## src/rtl/wb_arbiter_2m.sv

```systemverilog
// Two-requester Wishbone arbiter: round-robin on ties, grant held for the
// whole cycle, and a stall timeout that aborts the owner with a one-cycle error.
module wb_arbiter_2m #(
  parameter int unsigned TIMEOUT = 255
) (
  input  logic        wb_clk_i,
  input  logic        wb_rst_n_i,
  input  logic [31:0] m0_adr_i,
  input  logic [31:0] m0_dat_i,
  input  logic [3:0]  m0_sel_i,
  input  logic        m0_we_i,
  input  logic        m0_stb_i,
  input  logic        m0_cyc_i,
  output logic [31:0] m0_dat_o,
  output logic        m0_ack_o,
  output logic        m0_err_o,
  input  logic [31:0] m1_adr_i,
  input  logic [31:0] m1_dat_i,
  input  logic [3:0]  m1_sel_i,
  input  logic        m1_we_i,
  input  logic        m1_stb_i,
  input  logic        m1_cyc_i,
  output logic [31:0] m1_dat_o,
  output logic        m1_ack_o,
  output logic        m1_err_o,
  output logic [31:0] wbm_adr_o,
  output logic [31:0] wbm_dat_o,
  output logic [3:0]  wbm_sel_o,
  output logic        wbm_we_o,
  output logic        wbm_stb_o,
  output logic        wbm_cyc_o,
  input  logic [31:0] wbm_dat_i,
  input  logic        wbm_ack_i
);

  typedef enum logic [1:0] {
    IDLE  = 2'd0,
    GNT0  = 2'd1,
    GNT1  = 2'd2,
    ABORT = 2'd3
  } state_t;

  // Abort fires on the edge where the stall count would reach TIMEOUT.
  localparam logic [7:0] TMO_LAST = 8'(TIMEOUT - 1);

  state_t      state_r;
  logic        last_grant_r;
  logic [7:0]  tmo_cnt_r;
  logic        own_cyc_s;
  logic        other_cyc_s;
  logic        stall_s;

  // Shared-port mux: the granted requester drives the bus, everything else is zero.
  always_comb begin
    wbm_adr_o = 32'd0;
    wbm_dat_o = 32'd0;
    wbm_sel_o = 4'd0;
    wbm_we_o  = 1'b0;
    wbm_stb_o = 1'b0;
    wbm_cyc_o = 1'b0;
    case (state_r)
      GNT0: begin
        wbm_adr_o = m0_adr_i;
        wbm_dat_o = m0_dat_i;
        wbm_sel_o = m0_sel_i;
        wbm_we_o  = m0_we_i;
        wbm_stb_o = m0_stb_i;
        wbm_cyc_o = m0_cyc_i;
      end
      GNT1: begin
        wbm_adr_o = m1_adr_i;
        wbm_dat_o = m1_dat_i;
        wbm_sel_o = m1_sel_i;
        wbm_we_o  = m1_we_i;
        wbm_stb_o = m1_stb_i;
        wbm_cyc_o = m1_cyc_i;
      end
      default: begin
        wbm_cyc_o = 1'b0;
      end
    endcase
  end

  // Owner/other cycle requests seen from the current grant.
  always_comb begin
    if (state_r == GNT1) begin
      own_cyc_s   = m1_cyc_i;
      other_cyc_s = m0_cyc_i;
    end else begin
      own_cyc_s   = m0_cyc_i;
      other_cyc_s = m1_cyc_i;
    end
  end

  assign stall_s  = wbm_stb_o & ~wbm_ack_i;
  assign m0_ack_o = (state_r == GNT0) & wbm_ack_i;
  assign m1_ack_o = (state_r == GNT1) & wbm_ack_i;
  assign m0_err_o = (state_r == ABORT) & ~last_grant_r;
  assign m1_err_o = (state_r == ABORT) &  last_grant_r;
  // Read data is broadcast; held at zero only while reset is asserted.
  assign m0_dat_o = wb_rst_n_i ? wbm_dat_i : 32'd0;
  assign m1_dat_o = wb_rst_n_i ? wbm_dat_i : 32'd0;

  // Arbitration FSM with round-robin memory and stall timeout counter.
  always_ff @(posedge wb_clk_i or negedge wb_rst_n_i) begin
    if (!wb_rst_n_i) begin
      state_r      <= IDLE;
      last_grant_r <= 1'b1;
      tmo_cnt_r    <= 8'd0;
    end else begin
      case (state_r)
        IDLE: begin
          tmo_cnt_r <= 8'd0;
          if (m0_cyc_i && m1_cyc_i) begin
            if (last_grant_r) begin
              state_r      <= GNT0;
              last_grant_r <= 1'b0;
            end else begin
              state_r      <= GNT1;
              last_grant_r <= 1'b1;
            end
          end else if (m0_cyc_i) begin
            state_r      <= GNT0;
            last_grant_r <= 1'b0;
          end else if (m1_cyc_i) begin
            state_r      <= GNT1;
            last_grant_r <= 1'b1;
          end else begin
            state_r <= IDLE;
          end
        end
        GNT0, GNT1: begin
          // Release is checked first so a drop on the timeout cycle never errors.
          if (!own_cyc_s) begin
            tmo_cnt_r <= 8'd0;
            if (other_cyc_s) begin
              state_r      <= (state_r == GNT0) ? GNT1 : GNT0;
              last_grant_r <= (state_r == GNT0);
            end else begin
              state_r <= IDLE;
            end
          end else if (stall_s) begin
            if (tmo_cnt_r == TMO_LAST) begin
              state_r   <= ABORT;
              tmo_cnt_r <= 8'd0;
            end else begin
              tmo_cnt_r <= tmo_cnt_r + 8'd1;
            end
          end else begin
            tmo_cnt_r <= 8'd0;
          end
        end
        ABORT: begin
          state_r   <= IDLE;
          tmo_cnt_r <= 8'd0;
        end
        default: begin
          state_r   <= IDLE;
          tmo_cnt_r <= 8'd0;
        end
      endcase
    end
  end

endmodule

```

## config.mk

```make
export PLATFORM = sky130hd
export DESIGN_NAME = wb_arbiter_2m
export DESIGN_NICKNAME = d
export VERILOG_FILES = /design/src/rtl/wb_arbiter_2m.sv
export SDC_FILE = /design/constraint.sdc
export NUM_CORES = 1
export LEC_CHECK = 0
export BUFFER_PORTS_ARGS = -buffer_cell sky130_fd_sc_hd__buf_2
export CAP_MARGIN = 15
export CORE_AREA = 4 4 119 121
export CTS_CLUSTER_DIAMETER = 120
export DETAILED_ROUTE_END_ITERATION = 10
export DIE_AREA = 0 0 123 125
export GPL_TIMING_DRIVEN = 0
export PLACE_DENSITY_LB_ADDON = 0.05
export SLEW_MARGIN = 30
export SYNTH_ARGS = -nofsm -noshare
export SYNTH_HDL_FRONTEND = slang
export SYNTH_SLANG_ARGS = --single-unit
```

## constraint.sdc

```tcl
create_clock -name wb_clk_i -period 2.5 [get_ports wb_clk_i]
set_input_delay 0.375 -clock wb_clk_i [delete_from_list [all_inputs] [get_ports wb_clk_i]]
set_output_delay 0.375 -clock wb_clk_i [all_outputs]
set_load 0.005 [all_outputs]
```

* Word-level counts from Yosys, hierarchy flattened
Index checks and enable logic that the tools add are counted.
Widths: inputs -> output; s select.
** Word-level totals
- Flip-flop bits (word level) :: 11
- Input bits :: 177
- Output and inout port bits :: 139
- Logic and storage cells :: 57
** Operators by class
- Add/subtract/negate cells :: 1
- Equality and inequality tests :: 9
- Muxes and demuxes :: 30
- Bitwise gates (word level) :: 7
- Reductions and logical operators :: 7
** Operators by type and width (number)
- $pmux 32 s2 :: 2
- $mux 32 :: 1
- $mux 8 :: 3
- $mux 2 :: 9
- $pmux 8 s2 :: 1
- $add 8x1->8 const B :: 1
- $eq 8x8->1 const B :: 1
- $mux 1 :: 8
- $pmux 1 s2 :: 4
- $pmux 4 s2 :: 1
- $ne 3x3->1 const B :: 2
- $pmux 2 s3 :: 1
- $and 1x1->1 :: 5
- $eq 2x2->1 const B :: 2
- $ne 2x2->1 const B :: 2
- $ne 4x4->1 const B :: 1
- $reduce_and 4->1 :: 1
- $reduce_or 2->1 :: 2
- $eq 2x1->1 const B :: 1
- $logic_not 2->1 :: 1
- $not 1->1 :: 2
- $reduce_and 2->1 :: 1
- $reduce_bool 2->1 :: 1
- $logic_and 1x1->1 :: 1

* Depth between registers and ports, before layout
Gate-level depths: netlist (run 1).
- Depth in word-level cells :: 6
- Mapped depth :: 7

* Worst setup path after synthesis (run 1)
Ideal clock, no wire load.
- Kind :: flip-flop to output port
- Start point :: register state_r[0]
- End point :: output port wbm_adr_o[23]
- Arrival time :: 1.540 ns
- Required time :: 2.125 ns
- Slack :: 0.585 ns
- Stages on the path, launching flop included :: 8
- Buffers on the path :: 3
- Cell sequence :: dfrtp_1 inv_1 ha_1 and2_2 buf_2 buf_4 buf_4 a22o_1
** On the way
- Word-level cells in the longest chain between the ends :: 2
- Elaborated cells on any way between the ends :: 3
- Classes of those cells :: 2 x eq/ne; 1 x mux
** Ends and longest elaborated chain
- start, declared :: line 46 : state_t state_r;
- start signal, assigned :: line 137 : state_r <= (state_r == GNT0) ? GNT1 : GNT0;
- $eq 2x2->1 / $eq 2x1->1 (equally long branches) :: line 61 : case (state_r)
- $pmux 32 s2 (*) :: line 61
- end, declared :: line 26 : output logic [31:0] wbm_adr_o,
Every way passes the cells marked *; elsewhere a longest branch is shown, timed or not.

* Worst setup path after layout (run 1)
- Start point :: register state_r[1]
- End point :: output port wbm_sel_o[1]
** On the way
- Word-level cells in the longest chain between the ends :: 2
- Elaborated cells on any way between the ends :: 3
- Classes of those cells :: 2 x eq/ne; 1 x mux
** Ends and longest elaborated chain
- $eq 2x2->1 / $eq 2x1->1 (equally long branches) :: line 61
- $pmux 4 s2 (*) :: line 61
- end, declared :: line 28 : output logic [3:0] wbm_sel_o,
Marks and branches as above.

==> summary.txt, run 1 <==
Drt
  – Drt initial violations: 71
  – Pre-antenna DRT Iters: 4
  – DRC Markers: 0
  – Wire per inst: 15.5 µm
  – Total number of vias: 3016
  – DR vias/cell: 4.09
  – Antenna viol nets, final: 0
  – Routed WL: 11400 µm

Floorplanning
  – Cell Rows: 42
  – Ports: 316
  – Placeable Area: 0.0131 mm²
  – Initial core utilization: 15.0%
  – Die area: 0.0154 mm²
  – Die Y: 125 µm
  – Die Wd: 123 µm

Power and ir drop
  – P_leak: 2.38 nW
  – PwrDens: 694 mW/mm²
  – Worst vdd ir: 209 µV

Synth
  – Gate Count Post-Synth: 241
  – Post-Syn Area: 0.00196 mm²
  – Flops & latches, synth: 11
  – Mean post-synth cell area: 8.14 µm²
  – EDFF count, synth: 0
  – Syn_nets: 426
  – Top_reg_cell synth: dfrtp_1
  – Asr flop ratio synth: 100%
  – Warnings, synthesis: 0
  – Sequential-to-total area share from yosys stat: 14.1%
  – Distinct cells, synth: 33

Final layout
  – Layout fillers: 1462
  – Fin area: 0.00388 mm²
  – Layout cells sized above 1: 68.5%
  – Multi-input gate area: 0.00135 mm²
  – Layout area overhead: 97.8%
  – Storage element area: 278 µm²
  – Nets: 745

Setup path
  – Worst-path fanout max: 10
  – Crit path DAT: 2.04 ns
  – Critical path required time: 2.12 ns
  – CP Capture Type: output pin
  – Worst setup SP type: flip-flop
  – Crit Path Class: flip-flop to output pin

Place
  – I/O Buffers: 314
  – Final GP Congestion: 0.765
  – Placed cell areas: 0.00375 mm²
  – HPWL Detailed: 9970 µm

Clock tree
  – Maximum buffer depth of the clock tree: 2
  – Worst skew pair latency: 0.24 ns
  – Sink Count: 11
  – CTS Hold Bufs: 0
  – Clock Pin Slew Worst Setup and Hold Paths: 0.04 ns
  – CTS tree: done
  – Cts bufs inserted: 3
  – Root Buffer Master: clkbuf_16
  – H-tree levels: 1

STA
  – Setup_tns: 0 ns
  – Final Hold Vio Count: 0
  – Clk_skew: 0.00337 ns
  – Final min period: 2.42 ns
  – Pins over their slew limit: 0
  – Slew at the pin with the worst max-slew slack: 0.381 ns
  – Tcrit/Tclk final: 96.7%
  – Max Freq: 414 MHz
  – Final setup viols: 0
  – Worst hold margin: 0.0423 ns
  – Rel. slew slack: 74.5%

Global routing
  – Initial antenna violation count: 2
  – Vias in the first global route: 2977
  – Largest net degree at the start of global routing: 17
  – Global-route wire length before repair: 16300 µm
  – GRT overflow: 0
  – Total GRT Usage: 13.2%

Run
  – Max-Cap Viols: 0

Run status
  – Outcome: complete, no violations

Hold path
  – Worst hold path class: input port to asynchronous set/reset pin
[per-stage QoR]
step	utilization, %	power, mW	std cells	setup WS, ns
floorplan	-	1.43	241	0.585
global placement	28.7	2.40	731	0.250
detailed placement	28.7	2.40	731	0.233
CTS	29.3	2.71	735	0.00387
global route	29.7	2.95	737	-0.00349
finish	29.7	2.69	737	0.0837
[layout make-up]
type / instances / share of cell area [%]
antenna: 2 / 0.129
inverter: 5 / 0.484
multi-input combinational: 171 / 34.8
buffer: 54 / 9.25
clock inverter: 1 / 0.129
tap: 176 / 5.67
clock buffer: 3 / 1.93
sequential: 11 / 7.16
timing repair buffer: 314 / 40.5
[logic make-up after synthesis]
family,after synthesis,share of synthesized area (%)
adder cells (fa/ha/maj),8,5.10
buffers and inverters,59,19.0
AND/OR/NAND/NOR,71,21.4
flip-flops,11,14.1
XOR/XNOR,6,2.68
multiplexers,4,2.23
AO/OA/AOI/OAI,82,35.5
[cell usage in the layout, fill, tap and decap left out, types with 4 or more instances in the layout]
cell type,synthesis,final
inv_1,5,4
and2_1,36,36
nand2_1,4,4
ha_1,8,5
nand3_1,5,5
xor2_1,5,5
buf_4,35,36
a22o_1,69,68
nor2_1,10,10
buf_2,15,327
dfrtp_1,10,9
[path summary, 6_finish.rpt]
path / slack [ns] / to / cells after the start / start
max in group asynchronous: 2.15 / last_grant_r / 1 / wb_rst_n_i
min in group wb_clk_i: 0.50 / last_grant_r / 2 / last_grant_r
hold / removal: 0.04 / tmo_cnt_r[2] / 1 / wb_rst_n_i
hold reg to reg: 0.50 / last_grant_r / 2 / last_grant_r
setup reg to reg: 0.65 / state_r[0] / 6 / state_r[1]
setup / recovery: 0.08 / wbm_sel_o[1] / 8 / state_r[1]
[routing by layer]
metal  global-route usage [%]  vias to the layer above  part of all wire (%)  routed length (µm)
li1                         -                     1497                     -                   -
met1                     13.0                     1345                    32                3680
met2                     26.9                      166                    54                6230
met4                     1.82                        0                  0.96                 110
met5                        0                        -                     0                   0
met3                     4.02                        8                    12                1420
[worst max-delay path: stages (launching register included)]
cell and delay, ns:
dfrtp_2 0.44, inv_1 0.15, ha_4 0.22, and2_2 0.16, buf_2 0.15, buf_4 0.18, buf_4 0.18, a22o_1 0.18
buf_2 0.13
[what timing repair did]
item / in CTS / in global routing
pin swaps: 0 / 0
buffers inserted: 0 / 0
gates resized for setup: 1 / 8
setup endpoints to repair: 1 / 13
[registers in the layout, summed over array words and instances (netlist names)]
name          flops
last_grant_r      1
tmo_cnt_r         8
state_r           2
[where the power goes]
group	total, mW	internal [mW]	switching, mW
Sequential	0.250	0.214	0.0365
Combinational	2.16	1.11	1.05
Clock	0.288	0.212	0.0769
Total	2.69	1.53	1.16
[synthesized netlist by cell type (2+ instances only)]
master | n | share of area [%]
a22o_1 | 69 | 31
and2_1 | 36 | 11
buf_4 | 35 | 13
buf_2 | 15 | 3.8
dfrtp_1 | 10 | 13
nor2_1 | 10 | 1.9
ha_1 | 8 | 5.1
inv_1 | 5 | 0.96
nand3_1 | 5 | 1.3
xor2_1 | 5 | 2.2
nand2_1 | 4 | 0.77
a21oi_1 | 3 | 0.77
a22oi_1 | 3 | 1.1
and3_1 | 3 | 0.96
clkbuf_1 | 3 | 0.57
mux2_2 | 3 | 1.7
nand2b_1 | 3 | 0.96
nor2b_1 | 3 | 0.96
o21ai_0 | 3 | 0.77
nand4_1 | 2 | 0.64
Note: power is estimated with default switching activity, not from simulation.
==> run 2, diff against run 1 <==
--- a/config.mk
+++ b/config.mk
@@ -9,5 +9,4 @@
 export CAP_MARGIN = 15
 export CORE_AREA = 4 4 119 121
-export CTS_CLUSTER_DIAMETER = 120
 export DETAILED_ROUTE_END_ITERATION = 10
 export DIE_AREA = 0 0 123 125
==> constraint.sdc (replaced) <==
create_clock -name wb_clk_i -period 2.3 [get_ports wb_clk_i]
set_input_delay 0.345 -clock wb_clk_i [delete_from_list [all_inputs] [get_ports wb_clk_i]]
set_output_delay 0.345 -clock wb_clk_i [all_outputs]
set_load 0.1 [all_outputs]
==> summary.txt, run 2 (synthesis results as in run 1) <==
STA
  – Final setup viols: 0 (unchanged)
  – Clk_skew: 0.00147 ns (was 0.00337 ns)
  – Tcrit/Tclk final: 95.4%
  – Pins over their slew limit: 0 (unchanged)
  – Worst hold margin: 0.00657 ns (was 0.0423 ns)
  – Final min period: 2.19 ns
  – Rel. slew slack: 66.6% (was 74.5%)
  – Final WS setup: 0.105 ns (was 0.0837 ns)
  – RSZ-0062 raised after global routing: no
  – Max Freq: 456 MHz
  – Final Hold Vio Count: 0 (unchanged)
  – Slew at the pin with the worst max-slew slack: 0.505 ns (was 0.381 ns)

Final layout
  – Multi-input gate area: 0.00143 mm² (was 0.00135 mm²)
  – Top reg by flops: tmo_cnt_r (unchanged)
  – Nets: 747 (was 745)
  – Most frequent cells in the layout: 254 x buf_2, 63 x buf_6, 60 x a22o_2 (was 327 x buf_2, 68 x a22o_1, 36 x buf_4, 36 x and2_1, 10 x nor2_1)
  – Storage element area: 277 µm² (was 278 µm²)
  – Max reg flops: 8 (unchanged)
  – Layout cells sized above 1: 79.5% (was 68.5%)
  – Layout fillers: 1432 (was 1462)
  – Commonest non-fill, non-tap cell in the layout: buf_2 (unchanged)
  – Layout area overhead: 125% (was 97.8%)
  – Largest registers: tmo_cnt_r (8), state_r (2), last_grant_r (1) (unchanged)

Setup path
  – Worst-path fanout max: 10 (unchanged)
  – Critical Path Sink: wbm_adr_o[25] (was wbm_sel_o[1])
  – Crit. Startpoint: state_r[1] (unchanged)
  – Worst R2R End: tmo_cnt_r[0] (was state_r[0])
  – Crit. path cell count: 7 (was 8)
  – Buffers & Inverters on Critical Path: 4 (was 5)
  – CP most frequent cell: buf_6
  – CP max stage delay: 0.39 ns (was 0.44 ns)
  – CP Capture Type: output pin (unchanged)
  – Largest delay share family, worst path: buffers and inverters (unchanged)
  – Reg2reg start: state_r[1] (unchanged)
  – Crit path DAT: 1.85 ns (was 2.04 ns)
  – Crit Path Class: flip-flop to output pin (unchanged)
  – Critical path's slowest cell: dfrtp_1 (was dfrtp_2)
  – FF-to-FF path depth: 6 (unchanged)
  – Critical path required time: 1.96 ns (was 2.12 ns)
  – Cells along the critical path: buf_4 -> ha_4 -> and2_4 -> buf_6 -> buf_6 -> a22o_2 -> buf_12 (was inv_1 -> ha_4 -> and2_2 -> buf_2 -> buf_4 -> buf_4 -> a22o_1 -> buf_2)
  – Worst setup SP type: flip-flop (unchanged)
  – Reg2reg setup slack: 0.45 ns (was 0.65 ns)

Power and ir drop
  – P_leak: 2.48 nW (was 2.38 nW)
  – Power Internal: 2.43 mW (was 1.53 mW)
  – Worst vdd ir: 408 µV (was 209 µV)
  – Sw frac: 69.7% (was 43.2%)
  – Sequential power share: 3.2% (was 9.3%)
  – Switch Pwr: 5.59 mW (was 1.16 mW)
  – PwrDens: 1810 mW/mm² (was 694 mW/mm²)
  – Clk network pwr share: 3.9% (was 10.7%)
  – Combinational share of power: 92.9% (was 80.0%)

Clock tree
  – Clock Pin Slew Worst Setup and Hold Paths: 0.04 ns (about the same)
  – Maximum buffer depth of the clock tree: 2 (unchanged)
  – Worst skew pair latency: 0.23 ns (was 0.24 ns)
  – Root Buffer Master: clkbuf_16 (unchanged)
  – Cts bufs inserted: 3 (unchanged)
  – CTS tree: done (unchanged)
  – H-tree levels: 1 (unchanged)
  – Sink Count: 11 (unchanged)
  – CTS Hold Bufs: 0 (unchanged)

Floorplanning
  – Initial core utilization: 15.0% (unchanged)
  – Die area: 0.0154 mm² (unchanged)
  – Die Y: 125 µm (unchanged)
  – Ports: 316 (unchanged)
  – Die Wd: 123 µm (unchanged)
  – Placeable Area: 0.0131 mm² (unchanged)
  – Cell Rows: 42 (unchanged)

Drt
  – Drt initial violations: 124 (was 71)
  – Routed WL: 12100 µm (was 11400 µm)
  – DR vias/cell: 4.14 (was 4.09)
  – Total number of vias: 3054 (was 3016)
  – Pre-antenna DRT Iters: 4 (unchanged)
  – Wire per inst: 16.4 µm (was 15.5 µm)
  – Antenna viol nets, final: 0 (unchanged)
  – DRC Markers: 0 (unchanged)

Global routing
  – Vias in the first global route: 3164 (was 2977)
  – Initial antenna violation count: 1 (was 2)
  – Total GRT Usage: 14.1% (was 13.2%)
  – GRT overflow: 0 (unchanged)
  – Largest net degree at the start of global routing: 17 (unchanged)
  – Global-route wire length before repair: 17500 µm (was 16300 µm)

Place
  – I/O Buffers: 314 (unchanged)
  – HPWL Detailed: 10400 µm (was 9970 µm)
  – Final GP Congestion: 0.755 (was 0.765)
  – Pre-CTS WS: -0.268 ns (was 0.233 ns)

Run
  – Max-Cap Viols: 0 (unchanged)

Hold path
  – Worst hold path class: input port to asynchronous set/reset pin (unchanged)

Run status
  – Outcome: complete, no violations (unchanged)
## run 2: per-stage QoR
step	util (%)	power [mW]	instance area [µm²]	cells	setup TNS (ns)
5_1_grt	33.8	8.28	4420	738	0
6_report	33.8	8.02	4420	738	0
3_3_place_gp	29.3	6.87	3830	731	-9.01
3_5_place_dp	29.3	6.88	3830	731	-10.48
4_1_cts	32.1	7.73	4210	737	0
2_1_floorplan	-	5.81	2040	241	0
## run 2: how the worst min path moves through the flow
stage	endpoint	startpoint	slack (ns)
floorplan	state_r[0]	wb_rst_n_i	0.05
global placement	tmo_cnt_r[2]	wb_rst_n_i	0.27
detailed placement	tmo_cnt_r[2]	wb_rst_n_i	0.27
CTS	tmo_cnt_r[4]	wb_rst_n_i	0.02
global route	tmo_cnt_r[2]	wb_rst_n_i	0.04
finish	tmo_cnt_r[4]	wb_rst_n_i	0.007
## run 2: final cells by class
cell class / count / share of cell area (%)
Antenna cell: 1 / 0.0566
Buffer: 52 / 8.12
Clock buffer: 4 / 1.78
Inverter: 5 / 0.425
Multi-Input combinational cell: 171 / 32.4
Sequential cell: 11 / 6.26
Tap cell: 176 / 4.98
Timing Repair Buffer: 318 / 45.9
## run 2: what timing repair did
item | in CTS | in global routing
buffers inserted | 4 | 0
resized for setup | 97 | 55
endpoints found under the setup margin | 69 | 70
gates cloned | 0 | 0
pin swaps | 0 | 0
## run 2: per-layer routing
| metal | wire length, µm | GRT usage (%) | up-vias | share of wire (%) |
|---|---|---|---|---|
| li1 | - | - | 1500 | - |
| met1 | 3840 | 12.9 | 1405 | 32 |
| met2 | 6940 | 29.9 | 143 | 57 |
| met3 | 1260 | 3.93 | 6 | 10 |
| met4 | 97 | 2.08 | 0 | 0.80 |
| met5 | 0 | 0 | - | 0 |
## run 2: worst register-to-register path, cell delays in order, from the launching register on
cell	delay (ns)
dfrtp_1	0.37
inv_2	0.08
ha_4	0.28
buf_4	0.16
nor3b_2	0.28
nand4_1	0.39
nor2_1	0.20
## run 2: power groups by stage
stage	Sequential, mW	Combinational, mW	Clock (mW)
after detailed placement	0.269	6.61	0
final	0.256	7.45	0.310
after CTS	0.258	7.15	0.320
after floorplan	0.255	5.55	0
after global placement	0.269	6.60	0
after global routing	0.262	7.69	0.333
